--- src/rtl/ram_port_arbiter.sv ---
// ram_port_arbiter: shares the single-port instruction/data RAM between
// instruction fetch (IF) and the load/store unit (LS). LS has fixed priority,
// but IF takes over once it has been denied MAX_WAIT cycles in a row. Read
// data is steered back to its owner by a tag pipeline as deep as the RAM
// read latency, so responses need no extra register stage.
module ram_port_arbiter #(
    parameter int ADDR_WIDTH  = 31,
    parameter int DATA_WIDTH  = 32,
    parameter int RAM_LATENCY = 1,
    parameter int MAX_WAIT    = 4
) (
    input  logic                    clk,
    input  logic                    a_reset,

    input  logic                    if_req,
    input  logic [ADDR_WIDTH-1:0]   if_addr,
    output logic                    if_gnt,
    output logic                    if_rvalid,
    output logic [DATA_WIDTH-1:0]   if_rdata,

    input  logic                    ls_req,
    input  logic                    ls_we,
    input  logic [ADDR_WIDTH-1:0]   ls_addr,
    input  logic [DATA_WIDTH-1:0]   ls_wdata,
    input  logic [DATA_WIDTH/8-1:0] ls_be,
    output logic                    ls_gnt,
    output logic                    ls_rvalid,
    output logic [DATA_WIDTH-1:0]   ls_rdata,

    output logic                    ram_en,
    output logic                    ram_we,
    output logic [ADDR_WIDTH-1:0]   ram_addr,
    output logic [DATA_WIDTH-1:0]   ram_wdata,
    output logic [DATA_WIDTH/8-1:0] ram_be,
    input  logic [DATA_WIDTH-1:0]   ram_rdata
);

    localparam int CNT_WIDTH = $clog2(MAX_WAIT + 1);
    localparam logic [CNT_WIDTH-1:0] WAIT_LIMIT = CNT_WIDTH'(MAX_WAIT);

    // Owner encoding carried through the tag pipeline
    typedef enum logic {
        OWNER_IF = 1'b0,
        OWNER_LS = 1'b1
    } owner_t;

    logic [CNT_WIDTH-1:0]   wait_cnt;
    logic                   if_win;
    logic                   ls_win;
    logic [RAM_LATENCY-1:0] tag_valid;
    owner_t                 tag_owner [RAM_LATENCY];

    // Pick the winner: LS by default, IF when alone or once it has starved long enough
    always_comb begin
        if_win = 1'b0;
        ls_win = 1'b0;
        if (!a_reset) begin
            if (if_req && (!ls_req || (wait_cnt >= WAIT_LIMIT))) begin
                if_win = 1'b1;
            end else if (ls_req) begin
                ls_win = 1'b1;
            end
        end
    end

    assign if_gnt = if_win;
    assign ls_gnt = ls_win;
    assign ram_en = if_win | ls_win;

    // Steer the winner's payload to the RAM; a fetch never writes or enables bytes
    always_comb begin
        ram_we    = ls_win & ls_we;
        ram_addr  = if_win ? if_addr : ls_addr;
        ram_wdata = ls_wdata;
        ram_be    = ls_win ? ls_be : '0;
    end

    // Count consecutive denied IF cycles, saturating at the starvation limit
    always_ff @(posedge clk or posedge a_reset) begin
        if (a_reset) begin
            wait_cnt <= '0;
        end else if (if_win) begin
            wait_cnt <= '0;
        end else if (if_req && (wait_cnt < WAIT_LIMIT)) begin
            wait_cnt <= wait_cnt + CNT_WIDTH'(1);
        end
    end

    // Track who owns each outstanding read so data returns to the right port
    always_ff @(posedge clk or posedge a_reset) begin
        if (a_reset) begin
            tag_valid <= '0;
            for (int i = 0; i < RAM_LATENCY; i++) begin
                tag_owner[i] <= OWNER_IF;
            end
        end else begin
            tag_valid[0] <= ram_en & ~ram_we;
            tag_owner[0] <= ls_win ? OWNER_LS : OWNER_IF;
            for (int i = 1; i < RAM_LATENCY; i++) begin
                tag_valid[i] <= tag_valid[i-1];
                tag_owner[i] <= tag_owner[i-1];
            end
        end
    end

    assign if_rvalid = tag_valid[RAM_LATENCY-1] & (tag_owner[RAM_LATENCY-1] == OWNER_IF);
    assign ls_rvalid = tag_valid[RAM_LATENCY-1] & (tag_owner[RAM_LATENCY-1] == OWNER_LS);
    assign if_rdata  = ram_rdata;
    assign ls_rdata  = ram_rdata;

endmodule

--- config.mk ---
export PLATFORM = sky130hd
export DESIGN_NAME = ram_port_arbiter
export DESIGN_NICKNAME = d
export VERILOG_FILES = /design/src/rtl/ram_port_arbiter.sv
export SDC_FILE = /design/constraint.sdc
export NUM_CORES = 1
export LEC_CHECK = 0
export ABC_CLOCK_PERIOD_IN_PS = 4200
export CAP_MARGIN = 20
export CORE_AREA = 5 5 101 103
export CTS_BUF_LIST = sky130_fd_sc_hd__clkbuf_8
export DETAILED_ROUTE_END_ITERATION = 6
export DIE_AREA = 0 0 106 108
export PLACE_DENSITY = 0.76
export SKIP_LAST_GASP = 1
export SLEW_MARGIN = 20
export SYNTH_ARGS = -nofsm -noshare
export SYNTH_HDL_FRONTEND = slang
export SYNTH_SLANG_ARGS = --single-unit
export TNS_END_PERCENT = 10
--- constraint.sdc ---
create_clock -name clk -period 4.2 [get_ports clk]
set_input_delay 1.26 -clock clk [delete_from_list [all_inputs] [get_ports clk]]
set_output_delay 1.26 -clock clk [all_outputs]
set_load 0.1 [all_outputs]
[Yosys cells after proc, flatten, opt, wreduce, memory -nomap -nowiden]
Cells that the tools add are included.
Word-level totals
  logic and storage cells: 28
  output and inout bits: 137
  bits in registers: 5
  bits of input ports: 135
Cells by class
  bitwise gates (word level): 7
  add/sub/neg operators: 1
  reductions and logical operators: 5
  mux-type cells: 10
  order comparisons: 2
Operators with widths (number)
  31-bit 2-to-1 mux: 1
  1-bit 2-to-1 mux: 6
  3-bit 2-to-1 mux: 2
  1-bit AND: 4
  4-bit 2-to-1 mux: 1
  3-bit by 1-bit adder with 3-bit output, second input constant: 1
  3-bit >= comparator, second input constant: 1
  3-bit < comparator, second input constant: 1
  1-bit logical AND: 2
  1-bit NOT: 2
  2-bit nonzero test: 1
  1-bit logical NOT: 1
  1-bit logical OR: 1
  1-bit bitwise OR: 1

[Depth between registers and ports, before layout]
  word-level depth: 8
  depth in mapped cells: 4
  mapped depth without buffers: 3

[Worst setup path after synthesis]
Ideal clock, no wire load.
  kind: input-to-output
  start point: input port a_reset
  end point: output port ram_be[0]
  stages on the path: 3
  required time: 2940 ps
  arrival time: 3252 ps
  slack: -312 ps
  path buffers: 0
  path through: inv_1 and3_1 and2_1
On the way
  longest elaborated chain between the ends: 2
Ends and longest elaborated chain
  from (decl): line 13  | input logic a_reset,
  1-bit 2-to-1 mux: line 57  | if (!a_reset) begin
  named net ls_gnt: line 26  | output logic ls_gnt,
  4-bit 2-to-1 mux: line 75  | ram_be = ls_win ? ls_be : '0;
  to (decl): line 34  | output logic [DATA_WIDTH/8-1:0] ram_be,
The timed path passes the listed nets, and every way through them passes these cells.

[Worst setup path in the final report]
  start point: input port ls_req
  end point: output port ram_addr[26]
On the way
  longest elaborated chain between the ends: 6
Ends and longest elaborated chain
  from (decl): line 21  | input logic ls_req,
  1-bit logical NOT: line 58  | if (if_req && (!ls_req || (wait_cnt >= WAIT_LIMIT))) begin
  1-bit logical OR: line 58
  1-bit logical AND: line 58
  1-bit 2-to-1 mux: line 58
  1-bit 2-to-1 mux: line 57
  31-bit 2-to-1 mux: line 73  | ram_addr = if_win ? if_addr : ls_addr;
  to (decl): line 32  | output logic [ADDR_WIDTH-1:0] ram_addr,
No other way between the ends.

==> qor.csv <==
stage;metric;value;unit
outcome;outcome;complete, no violations;
pwr;p_sw_frac;0.511;
clock_tree;clockBufferDepth;2;
sta;worst_pin_slew;0.290;ns
yosys;async_reset_ff_frac;1.00;
critical_path;required;2.94;ns
yosys;ys_seq_area_frac;0.0818;
clock_tree;insertion_delay;0.22;ns
global_route;met2_usage;0.112;
clock_tree;postCtsSetupBuffers;0;
pwr;power_density;336;nW/um2
sta;fin_skew;0.00126;ns
die;die_h;108;um
global_route;grtUsageTotal;0.0678;
pwr;power_frac_comb;0.808;
die;coreArea;9110;um2
die;core.rowCount;35;
die;die_area;11400;um2
sta;fin_tns_setup;0;ns
place;place_inst;294;
sta;finalWorstSetupSlack;0.197;ns
finish;syn_to_final_growth;64.6;%
critical_path;crit_path_max_fanout;21;
drt;drc;0;
finish;post-route-util;0.276;
global_route;grt-ovfl-total;0;
yosys;synth_top_family_by_area;buffers and inverters;
place;dpl_cell_area;2470;um2
critical_path;crit_path_end_kind;output pin;
sta;slew_viol_final;0;
die;start_util;0.168;
pwr;total_power;0.845;mW
sta;relSlewSlack;0.808;
global_route;grt_use_met3;0.0406;
die;ioPinCount;272;
hold_path;hold_path.class;register to register;
yosys;yosys_warnings;0;
global_route;top_usage_layer;met2;
run;cap_violations;0;
clock_tree;cts-root-buf;clkbuf_8;
critical_path;path_class;primary input to output pin;
sta;finalHoldViolations;0;
yosys;synthAdderAreaFrac;0.00818;
clock_tree;cts_hold_buffers;0;
global_route;grt_pass1_vias;1130;
finish;fin_nets;324;
pwr;p_switching;0.432;mW
drt;via_count;1061;
yosys;synth_edf_count;0;
yosys;ys_top_cells_by_area;buf_4, mux2_4, dfrtp_1;
clock_tree;cts_made_buffers;3;
yosys;synth_mux_area_frac;0.300;
drt;drt-wirelength-per-cell;14.6;um
critical_path;critPathArrivalTime;2.74;ns
drt;dr.pass1.iters;4;
yosys;synth_common_cells;buf_4, mux2_4, and2_1, dfrtp_1, inv_1;
drt;drtIter0Drc;29;
place;io_buffer_count;111;
yosys;synth_top_area_frac;0.471;
pwr;internal_power;0.413;mW
pwr;power_frac_clock;0.100;
sta;fmax;0.250;GHz
yosys;syn_nets;301;
yosys;syn_inst;165;
clock_tree;cts_num_sinks;5;
finish;final_cell_area;2520;um2
global_route;antenna_found_initial;0;
pwr;leakage;1.14;nW
yosys;syn_avg_cell_area;9.27;um2
sta;whs;0.503;ns
place;post-dp-hpwl;3830;um
finish;drive_gt1_frac;0.455;
sta;grt_setup_unrepaired;no;
yosys;synth_most_common_cell;buf_4;
pwr;seqPwrFrac;0.092;
finish;diodes;0;
critical_path;cp-start-kind;primary input;
clock_tree;tritoncts;done;
pwr;ir_drop;89.9;uV
yosys;synth.distinct_cells;24;
yosys;synth_compound_area_frac;0.0368;
place;dp_slack;0.186;ns
yosys;ys_ff_latch;5;
sta;setup-violations-final;0;
yosys;synth_area;1530;um2
global_route;use_met1;0.0677;
yosys;synth-main-ff-cell;dfrtp_1;
sta;timing.final.crit_share;0.953;
drt;wirelength;4350;um
drt;viasPerCell;3.56;
finish;finalNonFillerCells;298;
sta;period_minus_slack;4.00;ns
clock_tree;cts.repair.resized;0;
global_route;grt_max_degree;22;
yosys;synth-simple-area-share;0.0671;
yosys;synth_xor_area_frac;0;
global_route;grt_pass1_wl;6180;um
drt;ant_nets;0;
clock_tree;clk_pin_slew;0.03;ns
place;gp_congestion;0.732;
yosys;yosysTopAreaCell;buf_4;
die;die_x;106;um
clock_tree;htree_num_levels;1;
==> registers in the layout (all words and copies together) (netlist names) <==
register   cells
tag_valid      1
wait_cnt       3
tag_owner      1
==> cells by family after synthesis <==
family          count (synthesis)
compound gates                  8
mux                            31
fa+ha+maj                       1
flops                           5
simple gates                   16
buf+inv                       104
==> cell type report <==
type,count,area (um2)
multi-input combinational,56,631
timing repair buffer,118,1560
inverter,4,15.0
sequential,5,125
tap,111,139
clock buffer,3,41.3
clock inverter,1,3.75
fill,923,6590
==> final timing paths <==
path                                    startpoint                 endpoint  slack, ns  depth (start not counted)
max                                         ls_req             ram_addr[26]       0.20                          6
min                        wait_cnt[1]$_DFFE_PP0P_  wait_cnt[1]$_DFFE_PP0P_       0.50                          1
max reg2reg                wait_cnt[0]$_DFFE_PP0P_  wait_cnt[1]$_DFFE_PP0P_       3.11                          3
min reg2reg                wait_cnt[1]$_DFFE_PP0P_  wait_cnt[1]$_DFFE_PP0P_       0.50                          1
max in group asynchronous                  a_reset  wait_cnt[2]$_DFFE_PP0P_       2.65                          3
min in group asynchronous                  a_reset  wait_cnt[0]$_DFFE_PP0P_       1.43                          3
==> critical path, stage by stage <==
cell and delay (ns):
clkdlybuf4s50_1 0.49, nand2b_2 0.10, nand3_4 0.12, buf_12 0.20, mux2_2 0.38, buf_12 0.17
==> power by group through the flow <==
stage / logic, mW / clock network (mW) / registers [mW]
floorplan: 0.852 / 0 / 0.0739
global placement: 0.677 / 0 / 0.0760
detailed placement: 0.687 / 0 / 0.0769
CTS: 0.688 / 0.0874 / 0.0773
global route: 0.703 / 0.0924 / 0.0798
finish: 0.683 / 0.0846 / 0.0773
==> placed cells by master, fill, tap and decap left out <==
cell	instances
a31oi_1	1
nor2_1	2
clkbuf_8	3
nand2_1	2
dfrtp_1	5
o2111a_1	1
clkdlybuf4s50_1	70
mux2_4	29
buf_4	8
and3_2	1
nand2b_1	1
mux2_2	2
nor2b_1	1
nand3_1	1
nand3_4	1
o21ai_0	1
ha_1	1
a21oi_1	2
inv_1	5
nand2b_2	1
buf_12	40
o2111ai_1	1
a21o_1	1
o211ai_1	1
and2_1	6
==> layer usage <==
metal  part of all wire  routed length, um
met5                  0                  0
met4              0.032                141
met3               0.14                617
met2               0.48               2100
met1               0.34               1490
No activity file was read; power rests on OpenSTA's default activity.
